===== src/rtl/cpu_pkg.sv =====
// ============================================================================
// Module  : cpu_pkg
// Brief   : Shared CPU constants, ALU select codes and status-flag struct.
// Revision: 1.0 - initial release
// ============================================================================
`default_nettype none

package cpu_pkg;

    localparam int DATA_W = 16;
    localparam int ADDR_W = 3;

    localparam logic [3:0] ALU_ADD  = 4'b0000;
    localparam logic [3:0] ALU_SUB  = 4'b0001;
    localparam logic [3:0] ALU_SHL  = 4'b0010;
    localparam logic [3:0] ALU_SHR  = 4'b0011;
    localparam logic [3:0] ALU_AND  = 4'b0100;
    localparam logic [3:0] ALU_OR   = 4'b0101;
    localparam logic [3:0] ALU_XOR  = 4'b0110;
    localparam logic [3:0] ALU_SUB2 = 4'b0111;

    typedef struct packed {
        logic z;
        logic n;
        logic c;
        logic v;
    } flags_t;

endpackage

`default_nettype wire


===== src/rtl/wb_flag_calc.sv =====
// ============================================================================
// Module  : wb_flag_calc
// Brief   : Combinational Z/N/C/V generator for a captured ALU result.
// Revision: 1.0 - initial release
// ============================================================================
`default_nettype none

module wb_flag_calc #(
    parameter int DATA_W = cpu_pkg::DATA_W
) (
    input  logic [DATA_W-1:0] result,
    input  logic [DATA_W-1:0] op0,
    input  logic [DATA_W-1:0] op1,
    input  logic [3:0]        select,
    output cpu_pkg::flags_t   flags,
    output logic              update_cv
);
    import cpu_pkg::*;

    localparam int MSB = DATA_W - 1;

    logic [DATA_W:0] w_sum;
    logic            w_res_flip;

    assign w_sum      = {1'b0, op0} + {1'b0, op1};
    assign w_res_flip = (result[MSB] != op0[MSB]);

    always_comb begin
        flags.z   = (result == '0);
        flags.n   = result[MSB];
        flags.c   = 1'b0;
        flags.v   = 1'b0;
        update_cv = 1'b0;
        case (select)
            ALU_ADD: begin
                flags.c   = w_sum[DATA_W];
                flags.v   = (op0[MSB] == op1[MSB]) & w_res_flip;
                update_cv = 1'b1;
            end
            ALU_SUB, ALU_SUB2: begin
                // C is a borrow flag: set when the subtraction wraps.
                flags.c   = (op0 < op1);
                flags.v   = (op0[MSB] != op1[MSB]) & w_res_flip;
                update_cv = 1'b1;
            end
            default: begin
                update_cv = 1'b0;
            end
        endcase
    end

endmodule

`default_nettype wire


===== src/rtl/alu_writeback.sv =====
// ============================================================================
// Module  : alu_writeback
// Brief   : ALU writeback stage: two-entry in-order queue to the register file
//           with flags committed at retire. Optional macro ALU_WB_FORWARD_EN
//           adds a forwarding view of the youngest pending register write.
// Revision: 1.0 - initial release
// ============================================================================
`default_nettype none

module alu_writeback #(
    parameter int DATA_W = cpu_pkg::DATA_W,
    parameter int ADDR_W = cpu_pkg::ADDR_W,
    parameter int DEPTH  = 2
) (
    input  logic              clk,
    input  logic              rst,
    input  logic              in_valid,
    output logic              in_ready,
    input  logic [DATA_W-1:0] in_result,
    input  logic [DATA_W-1:0] in_op0,
    input  logic [DATA_W-1:0] in_op1,
    input  logic [3:0]        in_select,
    input  logic [ADDR_W-1:0] in_dest,
    input  logic              in_wb_en,
    output logic              rf_we,
    input  logic              rf_ready,
    output logic [ADDR_W-1:0] rf_waddr,
    output logic [DATA_W-1:0] rf_wdata,
    output logic              flag_z,
    output logic              flag_n,
    output logic              flag_c,
    output logic              flag_v,
    output logic              busy
`ifdef ALU_WB_FORWARD_EN
    ,
    output logic              fwd_valid,
    output logic [ADDR_W-1:0] fwd_addr,
    output logic [DATA_W-1:0] fwd_data
`endif
);
    import cpu_pkg::*;

    localparam logic [1:0] C_DEPTH = 2'(DEPTH);

    // Queue storage; occupancy is tracked by r_count so data needs no reset.
    logic [DATA_W-1:0] r_res [2];
    logic [ADDR_W-1:0] r_dst [2];
    logic              r_wb  [2];
    flags_t            r_fl  [2];
    logic              r_ucv [2];

    logic [1:0]        r_count;
    logic              r_head;
    logic              r_tail;
    logic              r_in_ready;
    flags_t            r_flags;
    logic [ADDR_W-1:0] r_last_waddr;
    logic [DATA_W-1:0] r_last_wdata;

    flags_t            w_new_flags;
    logic              w_new_ucv;
    logic              w_head_valid;
    logic              w_rf_we;
    logic              w_push;
    logic              w_pop;
    logic [1:0]        w_count_nxt;

    wb_flag_calc #(
        .DATA_W    (DATA_W)
    ) u_flag_calc (
        .result    (in_result),
        .op0       (in_op0),
        .op1       (in_op1),
        .select    (in_select),
        .flags     (w_new_flags),
        .update_cv (w_new_ucv)
    );

    assign w_head_valid = (r_count != 2'd0);
    assign w_rf_we      = w_head_valid & r_wb[r_head];
    assign w_push       = in_valid & r_in_ready;
    // Flags-only entries retire as soon as they reach the head.
    assign w_pop        = w_head_valid & (r_wb[r_head] ? rf_ready : 1'b1);

    always_comb begin
        w_count_nxt = r_count;
        case ({w_push, w_pop})
            2'b10:   w_count_nxt = r_count + 2'd1;
            2'b01:   w_count_nxt = r_count - 2'd1;
            default: w_count_nxt = r_count;
        endcase
    end

    always_ff @(posedge clk) begin
        if (rst) begin
            r_count      <= 2'd0;
            r_head       <= 1'b0;
            r_tail       <= 1'b0;
            r_in_ready   <= 1'b1;
            r_flags      <= '0;
            r_last_waddr <= '0;
            r_last_wdata <= '0;
        end else begin
            r_count    <= w_count_nxt;
            r_in_ready <= (w_count_nxt < C_DEPTH);
            if (w_push) begin
                r_tail <= ~r_tail;
            end
            if (w_pop) begin
                r_head    <= ~r_head;
                r_flags.z <= r_fl[r_head].z;
                r_flags.n <= r_fl[r_head].n;
                if (r_ucv[r_head]) begin
                    r_flags.c <= r_fl[r_head].c;
                    r_flags.v <= r_fl[r_head].v;
                end
            end
            if (w_rf_we) begin
                r_last_waddr <= r_dst[r_head];
                r_last_wdata <= r_res[r_head];
            end
        end
    end

    always_ff @(posedge clk) begin
        if (w_push && !rst) begin
            r_res[r_tail] <= in_result;
            r_dst[r_tail] <= in_dest;
            r_wb[r_tail]  <= in_wb_en;
            r_fl[r_tail]  <= w_new_flags;
            r_ucv[r_tail] <= w_new_ucv;
        end
    end

    assign in_ready = r_in_ready;
    assign rf_we    = w_rf_we;
    assign rf_waddr = w_rf_we ? r_dst[r_head] : r_last_waddr;
    assign rf_wdata = w_rf_we ? r_res[r_head] : r_last_wdata;
    assign flag_z   = r_flags.z;
    assign flag_n   = r_flags.n;
    assign flag_c   = r_flags.c;
    assign flag_v   = r_flags.v;
    assign busy     = w_head_valid;

`ifdef ALU_WB_FORWARD_EN
    logic w_young;

    assign w_young = ~r_tail;

    always_comb begin
        fwd_valid = 1'b0;
        fwd_addr  = '0;
        fwd_data  = '0;
        if (r_count != 2'd0 && r_wb[w_young]) begin
            fwd_valid = 1'b1;
            fwd_addr  = r_dst[w_young];
            fwd_data  = r_res[w_young];
        end else if (r_count == 2'd2 && r_wb[r_head]) begin
            fwd_valid = 1'b1;
            fwd_addr  = r_dst[r_head];
            fwd_data  = r_res[r_head];
        end
    end
`endif

endmodule

`default_nettype wire

===== config.mk =====
export PLATFORM = sky130hd
export DESIGN_NAME = alu_writeback
export DESIGN_NICKNAME = d
export VERILOG_FILES = /design/src/rtl/cpu_pkg.sv /design/src/rtl/wb_flag_calc.sv /design/src/rtl/alu_writeback.sv
export SDC_FILE = /design/constraint.sdc
export NUM_CORES = 1
export LEC_CHECK = 0
export ABC_AREA = 1
export CORE_MARGIN = 2
export CORE_UTILIZATION = 45
export DETAILED_ROUTE_END_ITERATION = 16
export PLACE_DENSITY = 0.72
export SLEW_MARGIN = 20
export SYNTH_ARGS = -nofsm -noshare
export SYNTH_HDL_FRONTEND = slang
export SYNTH_SLANG_ARGS = --single-unit

===== constraint.sdc =====
create_clock -name clk -period 8.8 [get_ports clk]
set_clock_uncertainty 0.2 [all_clocks]
set_input_delay 1.32 -clock clk [delete_from_list [all_inputs] [get_ports clk]]
set_output_delay 1.32 -clock clk [all_outputs]
set_load 0.02 [all_outputs]

# Word level (Yosys, flattened, before mapping)
# Memories as Yosys holds them, arrays and structs flattened. A register that Yosys moved wholly into a read port is not among the register bits.
# Index checks and enable logic that the tools add are counted.
[word_totals]
reg_bits = 28
memories = 5
ram_bits = 50
word_cells = 60
[op_classes]
n_eq_ne = 7
n_reduce_logical = 8
muxes = 18
n_lt_le_gt_ge = 2
addsub = 3
bitwise_logic = 7
[memory_table]
columns = ["name", "words", "width", "rd", "rd_clocked_by_memory_dff", "write_ports", "line", "rtl"]
rows = [
  ["r_res", 2, 16, 1, 1, 1, "alu_writeback.sv:46", "logic [DATA_W-1:0] r_res [2];"],
  ["r_fl", 2, 4, 1, 1, 1, "alu_writeback.sv:49", "flags_t r_fl [2];"],
  ["r_dst", 2, 3, 1, 1, 1, "alu_writeback.sv:47", "logic [ADDR_W-1:0] r_dst [2];"],
  ["r_ucv", 2, 1, 1, 1, 1, "alu_writeback.sv:50", "logic r_ucv [2];"],
  ["r_wb", 2, 1, 1, 1, 1, "alu_writeback.sv:48", "logic r_wb [2];"],
]
[op_table]
columns = ["op", "count"]
rows = [
  ["$add 16x16->17", 1],
  ["$logic_not 16->1", 1],
  ["$lt 16x16->1", 1],
  ["$mux 16", 1],
  ["$mux 1", 14],
  ["$pmux 2 s2", 2],
  ["$and 1x1->1", 5],
  ["$eq 4x1->1 const B", 1],
  ["$eq 4x3->1 const B", 1],
  ["$logic_not 4->1", 1],
  ["$mux 3", 1],
  ["$reduce_or 3->1", 1],
  ["$add 2x1->2 const B", 1],
  ["$eq 2x1->1 const B", 1],
  ["$eq 2x2->1 const B", 1],
  ["$lt 2x2->1 const B", 1],
  ["$ne 1x1->1", 2],
  ["$not 1->1", 2],
  ["$reduce_and 2->1", 1],
  ["$reduce_bool 2->1", 1],
  ["$reduce_or 2->1", 1],
  ["$sub 2x1->2 const B", 1],
  ["$eq 1x1->1", 1],
  ["$logic_and 1x1->1", 1],
  ["$logic_not 1->1", 1],
]

# Longest topological paths before layout
# Gate-level depths: netlist of run 1.
[depth]
depth_word = 5
mapped_depth = 13
mapped_depth_nobuf = 13

# Cells and area by module
# Synthesis of run 1 repeated with hierarchy kept, for this count alone.
[hier_totals]
hier_cells = 460
hier_area_um2 = 4031.4
[modules_own_cells]
columns = ["mod", "area_each_um2", "instances", "cells_per_inst"]
rows = [
  ["alu_writeback", 3155.5, 1, 321],
  ["wb_flag_calc", 875.8, 1, 139],
]

# Worst setup path after synthesis of run 1
# No wires, ideal clock.
[synth_timing]
kind = "input-to-reg"
startpoint = "input port rst"
endpoint = "memory r_dst[1][0] (enable)"
stages = 2
setup_slack_ns = 4.963
path_buffers = 1
arrival_time_ns = 3.202
required_time_ns = 8.165
path_cell_list = "clkbuf_1 > nor3_1"
[synth_between]
elab_chain_cells = 4
[synth_rtl]
columns = ["element", "line", "rtl"]
rows = [
  ["from (decl)", "alu_writeback.sv:16", "input logic rst,"],
  ["$logic_not 1->1", "alu_writeback.sv:126", "if (w_push && !rst) begin"],
  ["$logic_and 1x1->1", "alu_writeback.sv:126", ""],
  ["$mux 1", "alu_writeback.sv:126", ""],
  ["$mux 1 (not written as such)", "alu_writeback.sv:128", "r_dst[r_tail] <= in_dest;"],
  ["to (decl)", "alu_writeback.sv:47", ""],
]
# Every way passes these cells.

==> flow_summary_export.csv, run 1 <==
group,metric,value,unit
outcome,status,"complete, no violations",
floorplan,core_area,0.00859,mm2
worst_hold_path,holdPathStages,2,
power_and_ir_drop,leakage,2.14,nW
synth,synth_top_area_share,0.369,
worst_setup_path,rrSetupSlack,5800,ps
floorplan,pin_count,86,
place,place_inst,552,
timing,whs,267,ps
final_layout,antenna_cells,0,
route,drtAntennaViolNets,0,
timing,timing.fmax,0.229,GHz
final_layout,drive_gt1_frac,0.213,
power_and_ir_drop,power_density,293,mW/mm2
synth,syn-cell-area,0.00391,mm2
synth,synth-seq-area-share,0.517,
floorplan,rows,34,
worst_hold_path,hold_start,"r_tail$_SDFFE_PP0P_",
global_route,grt_max_degree,27,
route,totalWireLength,7370,um
final_layout,final_util,0.591,
synth,synthTopCellsByArea,"edfxtp_1 37%, dfxtp_1 15%, ha_1 9.9%",
global_route,overflow,0,
place,dpl.hpwl,5480,um
final_layout,syn2layout_area_growth,29.9,%
floorplan,die_h,97.2,um
timing,tns,0,ps
flow_run,max_cap_viol_count,0,
clock_tree,cts_hold_buf,0,
clock_tree,clkTransAtPathRegs,70,ps
worst_setup_path,critPathBufInv,4,
synth,avgSynthCellArea,10.7,um2
timing,grt_setup_unrepaired,"no",
synth,syn-num-nets,456,
synth,yosysMostFrequentCell,"edfxtp_1",
route,drtPass1Iterations,5,
clock_tree,clk_latency,340,ps
timing,finalSetupViolations,0,
worst_hold_path,hp-class,"flip-flop to flip-flop",
place,io_buffers,85,
clock_tree,cts_root_buf,"clkbuf_8",
global_route,grt_usage,0.162,
worst_setup_path,rr_worst_depth,9,
power_and_ir_drop,peakVddDrop,0.0000939,V
route,wire_per_inst,13.0,um
global_route,first_global_vias,2771,
worst_setup_path,critPathLaunchType,"flip-flop",
worst_setup_path,worstPathArrival,2850,ps
global_route,grt_pass1_wl,12300,um
worst_setup_path,crit_path_end_kind,"output port",
route,remaining_drc_errors,0,
synth,ys_seq_elements,77,
timing,tightestPinTransition,782,ps
worst_setup_path,required,7280,ps
final_layout,num-nets-final,546,
worst_setup_path,slowest_delay,690,ps
route,drtIter0Drc,77,
final_layout,multiInputGateArea,0.00160,mm2
final_layout,instances_no_fill,568,
worst_setup_path,crit_slowest_cell,"dfxtp_1",
worst_setup_path,crit_chain,"buf_4 > nand2_4 > o21ai_4 > nand2_8 > inv_4 > or2_2 > o21ai_0 > inv_1 > clkdlybuf4s50_1",
timing,relSlewSlack,0.478,
floorplan,dieArea,0.00945,mm2
timing,maxSlewViolCount,0,
clock_tree,h-tree-depth,3,
timing,hold_viol_final,0,
synth,synth.distinct_cells,37,
clock_tree,cts.path.max_buffers,2,
global_route,antenna_found_initial,0,
route,viasPerCell,4.78,
synth,synth-async-reset-ratio,0,
worst_hold_path,worstHoldEndpoint,"r_tail$_SDFFE_PP0P_",
synth,synth_ff_type,"edfxtp_1",
clock_tree,cts_sinks,77,
clock_tree,cts_buffers,9,
synth,yosys_warnings,0,
floorplan,die_x,97.2,um
worst_setup_path,crit_fanout,21,
place,gp_congestion,0.766,
route,vias,2717,
final_layout,register_area,0.00202,mm2
clock_tree,cts_tree,"yes",
final_layout,n_fill_cell,727,
worst_setup_path,path_class,"flip-flop to output port",
timing,final.period_utilization,0.497,
worst_setup_path,path_delay_family,"buffers and inverters",
synth,synth_edf_count,48,
synth,synth_top_cell_by_area,"edfxtp_1",
synth,synthTopCellsByCount,"48 x edfxtp_1, 43 x inv_1, 35 x nand2_1",
timing,layout_min_cycle_time,4370,ps
worst_setup_path,r2r_end,"in_ready$_SDFF_PP1_",
clock_tree,post_cts_buffers,0,
synth,synth_cells,365,
floorplan,start_util,0.455,
clock_tree,cts_resized,0,
## worst max-delay path by stage
stage | end | cells after the start
after floorplan | r_dst[1][0]$_DFFE_PP_ | 2
after global placement | rf_waddr[2] | 9
after detailed placement | rf_waddr[2] | 9
after CTS | rf_waddr[2] | 9
after global routing | rf_waddr[2] | 9
final | rf_waddr[2] | 9
## cells by family (layout without fill, tap and decap cells)
| group | after synthesis | after routing | synth area share |
|---|---|---|---|
| AND/OR/NAND/NOR | 110 | 110 | 0.146 |
| XOR/XNOR | 2 | 2 | 0.00448 |
| flip-flops | 77 | 77 | 0.517 |
| buffers and inverters | 68 | 163 | 0.0761 |
| multiplexers | 23 | 23 | 0.0656 |
| AO/OA/AOI/OAI | 54 | 54 | 0.0915 |
| adder cells (fa/ha/maj) | 31 | 31 | 0.0992 |
## worst min-delay path, stage by stage (launching register included)
cell,delay [ps]
dfxtp_1,310
nand2_1,60
a21oi_1,50
## state kept, by name, indices dropped and copies added (netlist names), 2 cells and up, named ones only
name          flops
r_wb              2
r_dst             6
r_ucv             2
r_last_wdata     16
r_fl              8
r_count           2
r_res            30
r_last_waddr      3
## cell type report
| cell class | count | share of cell area |
|---|---|---|
| flip-flops and latches | 77 | 0.398 |
| multi-input cells | 220 | 0.315 |
| repair buffers | 89 | 0.173 |
| inverters | 58 | 0.0433 |
| clock buffers | 12 | 0.0305 |
| well taps | 108 | 0.0266 |
| clock inverters | 4 | 0.0138 |
## stage by stage
stage | cell area, um2 | worst slack [ps] | power (mW)
floorplan | 3910 | 4960 | 0.969
CTS | 5080 | 4370 | 1.50
global placement | 4860 | 4840 | 1.20
finish | 5080 | 4430 | 1.49
detailed placement | 4860 | 4740 | 1.21
global route | 5080 | 4190 | 1.58
## placed cells by master (no fill, tap or decap), types with 18 or more instances in the layout
| cell | instances |
|---|---|
| a21oi_1 | 21 |
| clkdlybuf4s50_1 | 85 |
| dfxtp_1 | 29 |
| edfxtp_1 | 48 |
| ha_1 | 31 |
| inv_1 | 43 |
| mux2_2 | 21 |
| nand2_1 | 35 |
| nor2_2 | 18 |
## routing by layer
layer	GRT usage	part of all wire	wire [um]	up-vias
li1	-	-	-	1393
met1	0.183	0.42	3060	1238
met2	0.284	0.50	3710	76
met3	0.0511	0.063	467	10
met4	0.0705	0.018	130	0
met5	0	0	0	-
## where the power goes
group	switching (mW)	internal, mW
clock network	0.115	0.174
logic	0.385	0.319
registers	0.0352	0.459
Note: power is estimated with default switching activity, not from simulation.
==> inputs of run 2 (changes only) <==
==> constraint.sdc (replaced) <==
create_clock -name clk -period 4.5 [get_ports clk]
set_clock_uncertainty 0.2 [all_clocks]
set_input_delay 0.675 -clock clk [delete_from_list [all_inputs] [get_ports clk]]
set_output_delay 0.675 -clock clk [all_outputs]
set_load 0.02 [all_outputs]
==> run 2 against run 1 <==
- worst hold slack worse by 4.2 ps
- setup slack worse by 3500 ps
- cell count unchanged
==> flow_summary_export.csv, run 2 (synthesized netlist as in run 1, its figures left out) <==
group,metric,value,unit
timing,grt_setup_unrepaired,"no",
worst_setup_path,path_delay_family,"buffers and inverters",
clock_tree,clk_latency,330,ps
global_route,grt_usage,0.162,
global_route,first_global_vias,2753,
worst_setup_path,crit_slowest_cell,"dfxtp_1",
floorplan,die_x,97.2,um
worst_setup_path,crit_path_end_kind,"output port",
power_and_ir_drop,p_int,1.81,mW
clock_tree,cts.path.max_buffers,2,
global_route,grt_max_degree,25,
global_route,antenna_found_initial,0,
place,dpl.hpwl,5380,um
clock_tree,cts_root_buf,"clkbuf_8",
worst_setup_path,slowest_delay,790,ps
final_layout,num-nets-final,546,
clock_tree,cts_tree,"yes",
final_layout,multiInputGateArea,0.00160,mm2
final_layout,register_area,0.00202,mm2
route,vias,2695,
clock_tree,cts_hold_buf,0,
floorplan,pin_count,86,
worst_setup_path,worstPathArrival,2650,ps
power_and_ir_drop,seq_power_share,0.340,
timing,tns,0,ps
final_layout,stdcell_area,0.00506,mm2
final_layout,syn2layout_area_growth,29.3,%
timing,layout_min_cycle_time,3530,ps
route,drtIter0Drc,112,
route,wire_per_inst,12.6,um
worst_setup_path,crit_chain,"buf_4 > mux2_2 > o21ai_0 > inv_1 > clkdlybuf4s50_1",
final_layout,top_regs,"r_res x30, r_last_wdata x16, r_fl x8",
floorplan,die_h,97.2,um
final_layout,final_common_cell,"clkdlybuf4s50_1",
timing,finalSetupViolations,0,
power_and_ir_drop,swShare,0.364,
worst_setup_path,crit_fanout,14,
floorplan,start_util,0.455,
clock_tree,post_cts_buffers,0,
timing,tightestPinTransition,754,ps
floorplan,core_area,0.00859,mm2
timing,maxSlewViolCount,0,
power_and_ir_drop,switching_power,1.04,mW
place,gp_congestion,0.759,
route,drtPass1Iterations,4,
timing,final.period_utilization,0.784,
power_and_ir_drop,clkPwrFrac,0.183,
final_layout,n_fill_cell,717,
worst_setup_path,critPathLaunchType,"flip-flop",
route,drtAntennaViolNets,0,
clock_tree,h-tree-depth,3,
global_route,overflow,0,
final_layout,antenna_cells,0,
place,place_area,0.00486,mm2
worst_setup_path,required,3620,ps
route,remaining_drc_errors,0,
route,viasPerCell,4.74,
timing,hold_viol_final,0,
global_route,grt_pass1_wl,12200,um
final_layout,drive_gt1_frac,0.211,
place,io_buffers,85,
floorplan,dieArea,0.00945,mm2
clock_tree,cts_buffers,9,
final_layout,largest_reg_flops,30,
flow_run,max_cap_viol_count,0,
worst_setup_path,critPathBufInv,3,
power_and_ir_drop,leakage,2.13,nW
route,totalWireLength,7170,um
power_and_ir_drop,combPwrFrac,0.477,
clock_tree,cts_sinks,77,
timing,timing.fmax,0.283,GHz
timing,relSlewSlack,0.497,
power_and_ir_drop,peakVddDrop,0.000228,V
power_and_ir_drop,power_density,562,mW/mm2
clock_tree,clkTransAtPathRegs,70,ps
final_layout,top_register,"r_res",
worst_setup_path,path_class,"flip-flop to output port",
worst_hold_path,hp-class,"flip-flop to flip-flop",
floorplan,rows,34,
final_layout,final_cell_mix,"85 x clkdlybuf4s50_1, 48 x edfxtp_1, 43 x inv_1",
clock_tree,cts_resized,0,
outcome,status,"complete, no violations",
==> run 2: cell count changes in the layout (fill, tap and decap cells not counted), sizes merged <==
| cell | before | now |
|---|---|---|
| clkinv | 2 | 3 |
| bufinv | 2 | 1 |
==> run 2: stage by stage <==
stage	setup WS [ps]	std cells	hold slack [ps]	utilization	total power, mW
6_report	971	568	263	0.589	2.84
5_1_grt	752	568	277	0.589	3.03
4_1_cts	903	568	256	0.589	2.88
3_5_place_dp	1290	552	247	0.565	2.35
3_3_place_gp	1320	552	235	0.565	2.33
2_1_floorplan	1310	365	226	-	1.89
==> run 2: layout make-up <==
class | count | share of cell area
multi-input combinational | 220 | 0.316
clock buffer | 12 | 0.0309
sequential | 77 | 0.400
timing repair buffer | 89 | 0.174
clock inverter | 4 | 0.00890
tap | 108 | 0.0267
inverter | 58 | 0.0435
==> run 2: worst paths after layout <==
path | to | slack (ps) | from | depth (start not counted)
worst max-delay path | rf_waddr[2] | 970 | flip-flop | 5
worst min-delay path | r_head$_SDFFE_PP0P_ | 260 | r_head$_SDFFE_PP0P_ | 1
worst max register to register | in_ready$_SDFF_PP1_ | 1750 | flip-flop | 8
worst min register to register | r_head$_SDFFE_PP0P_ | 260 | r_head$_SDFFE_PP0P_ | 1
==> run 2: metal layers <==
layer	GRT usage	wire [um]	vias to the layer above
met2	0.293	3700	64
met3	0.0482	396	5
met5	0	0	-
met4	0.0513	63	0
met1	0.184	3010	1237
li1	-	-	1389
==> run 2: power groups by stage <==
stage	Sequential (mW)	Combinational, mW	Clock, mW
3_5_place_dp	0.984	1.37	0
3_3_place_gp	0.979	1.35	0
5_1_grt	0.985	1.48	0.561
4_1_cts	0.969	1.38	0.535
6_report	0.967	1.36	0.519
2_1_floorplan	0.970	0.924	0
==> inputs of run 3 (changes only) <==
--- a/config.mk
+++ b/config.mk
@@ -9,7 +9,7 @@
 export CORE_MARGIN = 2
 export CORE_UTILIZATION = 45
 export DETAILED_ROUTE_END_ITERATION = 16
-export PLACE_DENSITY = 0.72
+export PLACE_DENSITY = 0.75
 export SLEW_MARGIN = 20
 export SYNTH_ARGS = -nofsm -noshare
 export SYNTH_HDL_FRONTEND = slang
==> constraint.sdc (replaced) <==
create_clock -name clk -period 3 [get_ports clk]
set_clock_uncertainty 0.2 [all_clocks]
set_input_delay 0.45 -clock clk [delete_from_list [all_inputs] [get_ports clk]]
set_output_delay 0.45 -clock clk [all_outputs]
set_load 0.02 [all_outputs]
==> run 3 against run 2 <==
- setup slack worse by 840 ps
- via count up 2.1%
- sequential cell count unchanged
- worst hold slack worse by 3.5 ps
- clock power up 75%
- die area unchanged
- highest routed layer unchanged
==> flow_summary_export.csv, run 3 (synthesized netlist as in run 1, its figures left out) <==
group,metric,value,unit
global_route,overflow,0,
place,io_buffers,85,
worst_setup_path,slowest_delay,540,ps
timing,maxSlewViolCount,0,
timing,tns,0,ps
power_and_ir_drop,peakVddDrop,0.000353,V
worst_hold_path,hold_start,"r_head$_SDFFE_PP0P_",
route,totalWireLength,7490,um
clock_tree,cts_tree,"yes",
final_layout,antenna_cells,0,
route,drtPass1Iterations,4,
power_and_ir_drop,leakage,2.16,nW
final_layout,syn2layout_area_growth,31.3,%
global_route,grt_pass1_wl,12500,um
final_layout,largest_reg_flops,30,
clock_tree,h-tree-depth,3,
clock_tree,cts_root_buf,"clkbuf_8",
outcome,status,"complete, no violations",
global_route,grt_max_degree,25,
floorplan,start_util,0.455,
worst_hold_path,hp-class,"flip-flop to flip-flop",
global_route,grt_usage,0.165,
flow_run,max_cap_viol_count,0,
worst_setup_path,crit_slowest_cell,"clkdlybuf4s50_1",
timing,finalSetupViolations,0,
final_layout,top_regs,"r_res x30, r_last_wdata x16, r_fl x8",
final_layout,final_cell_mix,"85 x clkdlybuf4s50_1, 48 x edfxtp_1, 43 x inv_1",
worst_setup_path,worstPathArrival,2220,ps
clock_tree,clkTransAtPathRegs,70,ps
floorplan,die_x,97.2,um
timing,relSlewSlack,0.640,
timing,final.period_utilization,0.958,
worst_setup_path,required,2350,ps
floorplan,core_area,0.00859,mm2
route,viasPerCell,4.82,
clock_tree,cts_sinks,77,
place,gp_congestion,0.806,
final_layout,final_common_cell,"clkdlybuf4s50_1",
route,wire_per_inst,13.1,um
final_layout,top_register,"r_res",
floorplan,pin_count,86,
final_layout,num-nets-final,549,
timing,timing.fmax,0.348,GHz
timing,hold_viol_final,0,
route,remaining_drc_errors,0,
floorplan,rows,34,
floorplan,dieArea,0.00945,mm2
worst_setup_path,path_delay_family,"buffers and inverters",
global_route,first_global_vias,2853,
final_layout,drive_gt1_frac,0.222,
worst_setup_path,crit_path_end_kind,"output port",
worst_setup_path,crit_fanout,18,
route,vias,2752,
timing,tightestPinTransition,535,ps
power_and_ir_drop,power_density,871,mW/mm2
worst_setup_path,cp.depth,6,
worst_hold_path,holdPathStages,1,
timing,whs,260,ps
worst_setup_path,path_class,"flip-flop to output port",
worst_setup_path,critPathBufInv,3,
clock_tree,cts.path.max_buffers,2,
clock_tree,cts_hold_buf,0,
floorplan,die_h,97.2,um
clock_tree,clk_latency,340,ps
route,drtIter0Drc,100,
final_layout,n_fill_cell,709,
worst_setup_path,critPathLaunchType,"flip-flop",
route,drtAntennaViolNets,0,
timing,grt_setup_unrepaired,"no",
worst_setup_path,rr_worst_depth,8,
global_route,antenna_found_initial,0,
timing,layout_min_cycle_time,2870,ps
place,dpl.hpwl,5610,um
clock_tree,cts_buffers,9,
worst_setup_path,crit_chain,"buf_8 > mux2i_1 > nand2_1 > o21ai_0 > inv_1 > clkdlybuf4s50_1",
run 3: changes by cell type in the layout (fill, tap and decap cells not counted), sizes merged:
cell | before | now
bufinv | 1 | 2
clkinv | 3 | 1
clkbuf | 12 | 13
buf | 4 | 7
run 3: per-layer routing:
layer,up-vias,GRT usage,part of all wire
met5,-,0,0
met3,19,0.0432,0.057
met1,1249,0.188,0.42
li1,1399,-,-
met4,0,0.0705,0.027
met2,85,0.293,0.50
run 3: final timing paths:
path                              end  slack, ps
setup / recovery         rf_wdata[15]        130
setup reg to reg  in_ready$_SDFF_PP1_       1090
hold reg to reg   r_head$_SDFFE_PP0P_        260
hold / removal    r_head$_SDFFE_PP0P_        260
run 3: metrics by stage:
step            util  std cells  cell area [um2]  power [mW]  worst slack, ps
6_report       0.598        571             5130        4.47              126
2_1_floorplan      -        365             3910        2.84             32.6
3_3_place_gp   0.566        553             4860        3.51              282
4_1_cts        0.595        569             5110        4.48             18.5
3_5_place_dp   0.566        553             4860        3.56              242
5_1_grt        0.598        571             5130        4.73             3.03
run 3: cell type report:
class	instances	area (um2)	share of cell area
clock buffers	13	179	0.0348
clock inverters	3	65.1	0.0127
inverters	58	223	0.0434
multi-input cells	220	1600	0.311
flip-flops and latches	77	2020	0.394
well taps	108	135	0.0263
repair buffers	92	911	0.177
run 3: repair_timing:
| action | CTS | global route |
|---|---|---|
| pin swaps | 0 | 1 |
| gates resized for setup | 1 | 3 |
| buffers inserted | 0 | 2 |
| endpoints found under the setup margin | 19 | 15 |
run 3: power breakdown:
group | switching [mW] | total [mW] | leakage, nW | internal, mW
sequential | 0.0964 | 1.44 | 0.680 | 1.35
clock | 0.352 | 0.910 | 0.126 | 0.558
combinational | 1.14 | 2.12 | 1.36 | 0.973
